[config.mk]
export PLATFORM = sky130hd
export DESIGN_NAME = fetch_unit
export DESIGN_NICKNAME = d
export VERILOG_FILES = /design/src/rtl/fetch_pkg.sv /design/src/rtl/fetch_pc.sv /design/src/rtl/fetch_unit.sv
export SDC_FILE = /design/constraint.sdc
export NUM_CORES = 1
export LEC_CHECK = 0
export CAP_MARGIN = 10
export CELL_PAD_IN_SITES_DETAIL_PLACEMENT = 1
export CELL_PAD_IN_SITES_GLOBAL_PLACEMENT = 2
export CORE_ASPECT_RATIO = 0.6
export CORE_MARGIN = 2
export CORE_UTILIZATION = 22
export CTS_BUF_LIST = sky130_fd_sc_hd__clkbuf_16
export DETAILED_ROUTE_END_ITERATION = 16
export PLACE_DENSITY = 0.81
export SYNTH_ARGS = -nofsm -noshare
export SYNTH_HDL_FRONTEND = slang
export SYNTH_SLANG_ARGS = --single-unit
[constraint.sdc]
create_clock -name clk -period 2.7 [get_ports clk]
set_input_delay 0.675 -clock clk [delete_from_list [all_inputs] [get_ports clk]]
set_output_delay 0.675 -clock clk [all_outputs]
set_load 0.02 [all_outputs]
[src/rtl/fetch_pkg.sv]
// fetch_pkg: shared types for the instruction fetch sequencer.
package fetch_pkg;

    localparam int unsigned WORD_W = 16;

    typedef logic [WORD_W-1:0] word_t;

    typedef enum logic [2:0] {
        ST_IDLE  = 3'd0,
        ST_ADDR  = 3'd1,
        ST_READ  = 3'd2,
        ST_CAPT  = 3'd3,
        ST_VALID = 3'd4
    } state_t;

endpackage

[src/rtl/fetch_pc.sv]
// fetch_pc: program counter with reset-load, jump-load and increment, all modulo MEM_SIZE.
module fetch_pc
    import fetch_pkg::*;
#(
    parameter word_t       RESET_PC = 16'h0000,
    parameter int unsigned MEM_SIZE = 256
) (
    input  logic  clk,
    input  logic  rst,
    input  logic  inc_en,
    input  logic  jump_en,
    input  word_t jump_addr,
    output word_t pc
);

    localparam word_t ADDR_MASK = WORD_W'(MEM_SIZE - 1);

    // PC update; rst beats jump beats increment
    always_ff @(posedge clk) begin
        if (rst) begin
            pc <= RESET_PC & ADDR_MASK;
        end else if (jump_en) begin
            pc <= jump_addr & ADDR_MASK;
        end else if (inc_en) begin
            pc <= (pc + WORD_W'(1)) & ADDR_MASK;
        end
    end

endmodule

[src/rtl/fetch_unit.sv]
// fetch_unit: instruction fetch sequencer driving a registered-read word memory.
// Optional build macro FETCH_OVERLAP_EN overlaps the next address load with VALID.
// The memory write enable is tied low by the integrating top; this block only reads.
module fetch_unit
    import fetch_pkg::*;
#(
    parameter word_t       RESET_PC = 16'h0000,
    parameter int unsigned MEM_SIZE = 256
) (
    input  logic  clk,
    input  logic  rst,
    input  logic  halt,
    input  logic  jump_en,
    input  word_t jump_addr,
    output logic  mem_addr_en,
    output word_t mem_addr,
    output logic  mem_out_en,
    input  word_t mem_out,
    output word_t instr,
    output word_t instr_pc,
    output logic  instr_valid,
    input  logic  instr_ready
);

    state_t state_q;
    state_t state_d;
    logic   capture;
    logic   addr_en_d;
    logic   out_en_d;
    logic   valid_d;
    word_t  pc;

    fetch_pc #(
        .RESET_PC (RESET_PC),
        .MEM_SIZE (MEM_SIZE)
    ) u_pc (
        .clk       (clk),
        .rst       (rst),
        .inc_en    (capture),
        .jump_en   (jump_en),
        .jump_addr (jump_addr),
        .pc        (pc)
    );

    assign mem_addr = pc;

    // State register
    always_ff @(posedge clk) begin
        if (rst) begin
            state_q <= ST_IDLE;
        end else begin
            state_q <= state_d;
        end
    end

    // Next state, capture strobe and next-cycle output decode; jump discards any fetch
    always_comb begin
        state_d = state_q;
        capture = 1'b0;
        if (jump_en) begin
            state_d = halt ? ST_IDLE : ST_ADDR;
        end else begin
            case (state_q)
                ST_IDLE:  if (!halt) state_d = ST_ADDR;
                ST_ADDR:  state_d = ST_READ;
                ST_READ:  state_d = ST_CAPT;
                ST_CAPT: begin
                    capture = 1'b1;
                    state_d = ST_VALID;
                end
                ST_VALID: begin
                    if (instr_ready) begin
`ifdef FETCH_OVERLAP_EN
                        state_d = halt ? ST_IDLE : ST_READ;
`else
                        state_d = halt ? ST_IDLE : ST_ADDR;
`endif
                    end
                end
                default:  state_d = ST_IDLE;
            endcase
        end
`ifdef FETCH_OVERLAP_EN
        addr_en_d = (state_d == ST_ADDR) || (state_d == ST_VALID);
`else
        addr_en_d = (state_d == ST_ADDR);
`endif
        out_en_d = (state_d == ST_READ);
        valid_d  = (state_d == ST_VALID);
    end

    // Registered Moore outputs, aligned with the state they belong to
    always_ff @(posedge clk) begin
        if (rst) begin
            mem_addr_en <= 1'b0;
            mem_out_en  <= 1'b0;
            instr_valid <= 1'b0;
        end else begin
            mem_addr_en <= addr_en_d;
            mem_out_en  <= out_en_d;
            instr_valid <= valid_d;
        end
    end

    // Instruction register: loads only on a non-redirected CAPT cycle
    always_ff @(posedge clk) begin
        if (rst) begin
            instr    <= '0;
            instr_pc <= '0;
        end else if (capture) begin
            instr    <= mem_out;
            instr_pc <= pc;
        end
    end

endmodule

Yosys cells after proc, flatten, opt, wreduce, memory -nomap -nowiden
Cells that the tools add are included.

$add $sub $neg: 1. Equality and inequality tests: 7. Multiplexer cells: 9. Reductions and logical operators: 2.

Operator list (count): 2-to-1 mux 8 bit (2); one-hot mux 3 bit (5 select lines) (1); equality test 3 x 2 -> 1 bit (second input constant) (3); 2-to-1 mux 3 bit (3); adder 8 x 1 -> 8 bit (second input constant) (1); equality test 3 x 1 -> 1 bit (second input constant) (2); equality test 3 bit (second input constant) (2); zero test 3 bit (1); 2-to-1 mux 1 bit (3); nonzero test 2 bit (1).

Register bits after elaboration: 38. Input port bits: 37. Output and inout port bits: 51. Word-level logic and storage cells: 26.

Logic depth before layout (Yosys ltp)
Depth after elaboration: 5. Gate-level depth with buffers: 6. Gate-level depth less buffers: 4.

By module
From an unflattened synthesis, not the netlist that was laid out.

Cell total of the unflattened synthesis: 230. Area, all modules: 1926.8 um^2.

By module, submodules not included: fetch_unit (instances 1, cells an instance 168, area each 1398.8 um^2, sequential area each 760.7 um^2); fetch_pc (instances 1, cells an instance 62, area each 528.0 um^2, sequential area each 160.2 um^2).

Worst setup path after synthesis
OpenSTA, ideal clock, no wires.

Kind: input to register. From: input jump_en. To: register u_pc.pc[7]. Setup time: 0.063 ns. Data arrival time: 1.605 ns. Data required time: 2.637 ns. Setup slack: 1.032 ns. Cell stages on the path: 3. Path buffers: 0. Cell sequence: or4b_1 -> or4_1 -> nand3_1.

Cells in the longest elaborated chain, start to end: 2. Elaborated cells on any way between the ends: 3. Those cells by class: mux (2); reduce/logical (1).

RTL lines: start: declaration (RTL line fetch_unit.sv:13) `input logic jump_en,`; 2-to-1 mux 1 bit (RTL line fetch_unit.sv:60) `if (jump_en) begin`; nonzero test 2 bit (no line); end signal: assignment (RTL line fetch_pc.sv:21) `pc <= RESET_PC & ADDR_MASK;`; end signal: assignment (RTL line fetch_pc.sv:23) `pc <= jump_addr & ADDR_MASK;`; end signal: assignment (RTL line fetch_pc.sv:25) `pc <= (pc + WORD_W'(1)) & ADDR_MASK;`; end: declaration (RTL line fetch_pc.sv:13) `output word_t pc`.

Several ways; a longest one is shown, not always the timed one. A chain may end at the register's enable or synchronous reset.

Worst setup path after layout
From: register u_pc.pc[0]. To: output mem_addr[0].

RTL lines: end: declaration (RTL line fetch_unit.sv:16) `output word_t mem_addr,`.

No word-level cell between the ends.

==> flow_summary.json <==
{
  "status": "finished clean",
  "wirelength_um": 4960,
  "numClockSinks": 38,
  "cts_setup_buffers": 0,
  "ff2ff_setup_slack_ps": 1050,
  "port_buffers": 63,
  "clk_latency_ps": 290,
  "drive_gt1_share_pct": 5.77,
  "n_antenna_cell": 0,
  "worstSetupStartpointType": "flop",
  "whs_path_depth": 2,
  "rsz0062_at_grt": "false",
  "multi_input_area_um2": 769,
  "die_area_um2": 8300,
  "wire_per_inst_um": 13.6,
  "worstPathArrival_ps": 1420,
  "setup_viol": 0,
  "slowest_stage": "clkdlybuf4s50_1",
  "synth_cell_types": 40,
  "min_period_ps": 2100,
  "clockBufferDepth": 2,
  "core_area_um2": 7300,
  "min-delay-start": "instr[1]",
  "clk_pin_slew_ps": 60,
  "synth_seq_area_share_pct": 45.7,
  "cts-root-buf": "clkbuf_16",
  "grt_overflow": 0,
  "rows": 24,
  "regArea_um2": 761,
  "synth_cells": 198,
  "hold_path.class": "flop to flop",
  "cts_tree": "yes",
  "vdd_ir_drop_max_mv": 0.183,
  "cts_buffers": 5,
  "drv_cap": 0,
  "fillers": 857,
  "grt_pass1_wl_um": 7960,
  "io-pin-count": 88,
  "vias": 1571,
  "synth_top_cell_by_area": "dfxtp_1",
  "r2r-end": "u_pc.pc[4]",
  "p_leak_nw": 0.877,
  "setup_tns_ps": 0,
  "synth_top_area_share_pct": 45.7,
  "postSynthAreaPerCell_um2": 8.41,
  "first_pass_iters": 4,
  "syn_to_final_growth_pct": 48.3,
  "reg2reg_depth": 4,
  "synthesis.area_um2": 1670,
  "clock_skew_ps": 4.42,
  "final_nets": 297,
  "crit_family": "buffers and inverters",
  "antenna_found_initial": 0,
  "crit_required_ps": 2030,
  "hpwl_um": 3580,
  "fin_crit_sh_pct": 77.8,
  "remaining_drc_errors": 0,
  "grt_max_degree": 38,
  "cts_resized": 0,
  "cts_max_level": 2,
  "die_h_um": 71.4,
  "critPathMaxStageDelay_ps": 670,
  "grt_usage_pct": 12.8,
  "grt_pass1_vias": 1627,
  "start_util_pct": 22.8,
  "yosys_warnings": 0,
  "hold_viol": 0,
  "drv_slew": 0,
  "vias_per_cell": 4.32,
  "fin_util_pct": 33.8,
  "p_per_area_nw_per_um2": 541,
  "path_class": "flop to primary output",
  "fmax_mhz": 476,
  "crit_buf_inv": 1,
  "die_x_um": 116,
  "reg2reg_from": "u_pc.pc[0]",
  "gp_congestion": 0.754,
  "cp-end-kind": "primary output",
  "postCtsHoldBufs": 0,
  "ant_nets": 0,
  "ys_ff_latch": 38,
  "synth.area.top_cells": "dfxtp_1 (46%), nand2_1 (11%), a21oi_1 (7.5%), buf_4 (7.2%), a311oi_1 (2.6%)",
  "drtIter0Drc": 51,
  "critPathMaxFanout": 6,
  "whs_endpoint": "instr[1]",
  "path_cells": "clkdlybuf4s50_1"
}
## cell families (layout without fill, tap and decap cells)
group	count (synthesis)	after routing	share of synthesized area, %
fa+ha+maj	1	1	0.751
buf+inv	30	77	11.5
compound gates	44	44	16.1
xor+xnor	3	3	1.58
other cells	1	16	0.225
flops	38	38	45.7
mux	1	1	0.601
simple gates	80	80	23.6
## routing by layer
| layer | global-route usage (%) | routed length, um | vias to the layer above |
|---|---|---|---|
| met5 | 0 | 0 | - |
| met4 | 5.29 | 78 | 0 |
| met3 | 7.28 | 571 | 8 |
| met2 | 17.8 | 1960 | 54 |
| met1 | 16.2 | 2350 | 742 |
| li1 | - | - | 767 |
## Yosys cell counts, drive strengths merged
library cell and n:
nand2 50, dfxtp 38, a21oi 25, buf 21
nor2 9, clkbuf 8, a311oi 5, o21ai 4
a211oi 3, nand3 3, or3 3, a21boi 2
or4 2, or4b 2, xor2 2, a211o 1
a221oi 1, a2bb2oi 1, and3 1, and3b 1
and4bb 1, conb 1, ha 1, inv 1
mux2i 1, nand2b 1, nand3b 1, nand4 1
nand4b 1, nand4bb 1, nor2b 1, nor4 1
nor4b 1, o211ai 1, o31ai 1, xnor2 1
## report_power, final
group	internal [mW]	leakage, nW	total [mW]	switching, mW
Clock	0.334	0.0724	0.567	0.233
Sequential	0.578	0.309	0.603	0.0251
Combinational	0.0817	0.496	0.165	0.0837
## per-stage QoR
step,setup WS (ps),instance area (um^2),cells,hold WS [ps],total power [mW]
floorplan,1030,1720,213,498,0.712
global placement,397,2330,356,440,0.779
detailed placement,368,2330,356,449,0.782
CTS,575,2470,364,457,1.37
global route,537,2470,364,476,1.40
finish,600,2470,364,455,1.34
## state kept, by name, indices dropped and copies added, names as in the netlist
signal,cells
instr,16
instr_pc,8
instr_valid,1
mem_addr_en,1
mem_out_en,1
state_q,3
u_pc.pc,8
## worst max-delay path by stage
| stage | start | to | slack (ps) | cells after the start |
|---|---|---|---|---|
| after detailed placement | jump_en | u_pc.pc[7] | 370 | 4 |
| after global placement | jump_en | u_pc.pc[7] | 400 | 4 |
| after CTS | u_pc.pc[0] | mem_addr[0] | 570 | 1 |
| final | u_pc.pc[0] | mem_addr[0] | 600 | 1 |
| after global routing | u_pc.pc[0] | mem_addr[0] | 540 | 1 |
| after floorplan | jump_en | u_pc.pc[7] | 1030 | 3 |
## layout by cell type (no fill, tap or decap), types with 3 or more instances in the layout
| master | n |
|---|---|
| clkdlybuf4s50_1 | 63 |
| nand2_1 | 50 |
| dfxtp_1 | 38 |
| a21oi_1 | 25 |
| conb_1 | 16 |
| nor2_1 | 9 |
| a311oi_1 | 5 |
| clkbuf_16 | 5 |
| buf_4 | 5 |
| o21ai_0 | 4 |
| a211oi_1 | 3 |
| nand3_1 | 3 |
## area by class of cell
class                           instances  share of cell area, %
Inverter                                1                  0.152
Clock inverter                          3                  0.507
Timing Repair Buffer                   68                   27.1
Sequential cell                        38                   30.8
Multi-Input combinational cell        145                   31.2
Tap cell                              104                   5.27
Clock buffer                            5                   5.07
Power figures use the tool's default switching activity.
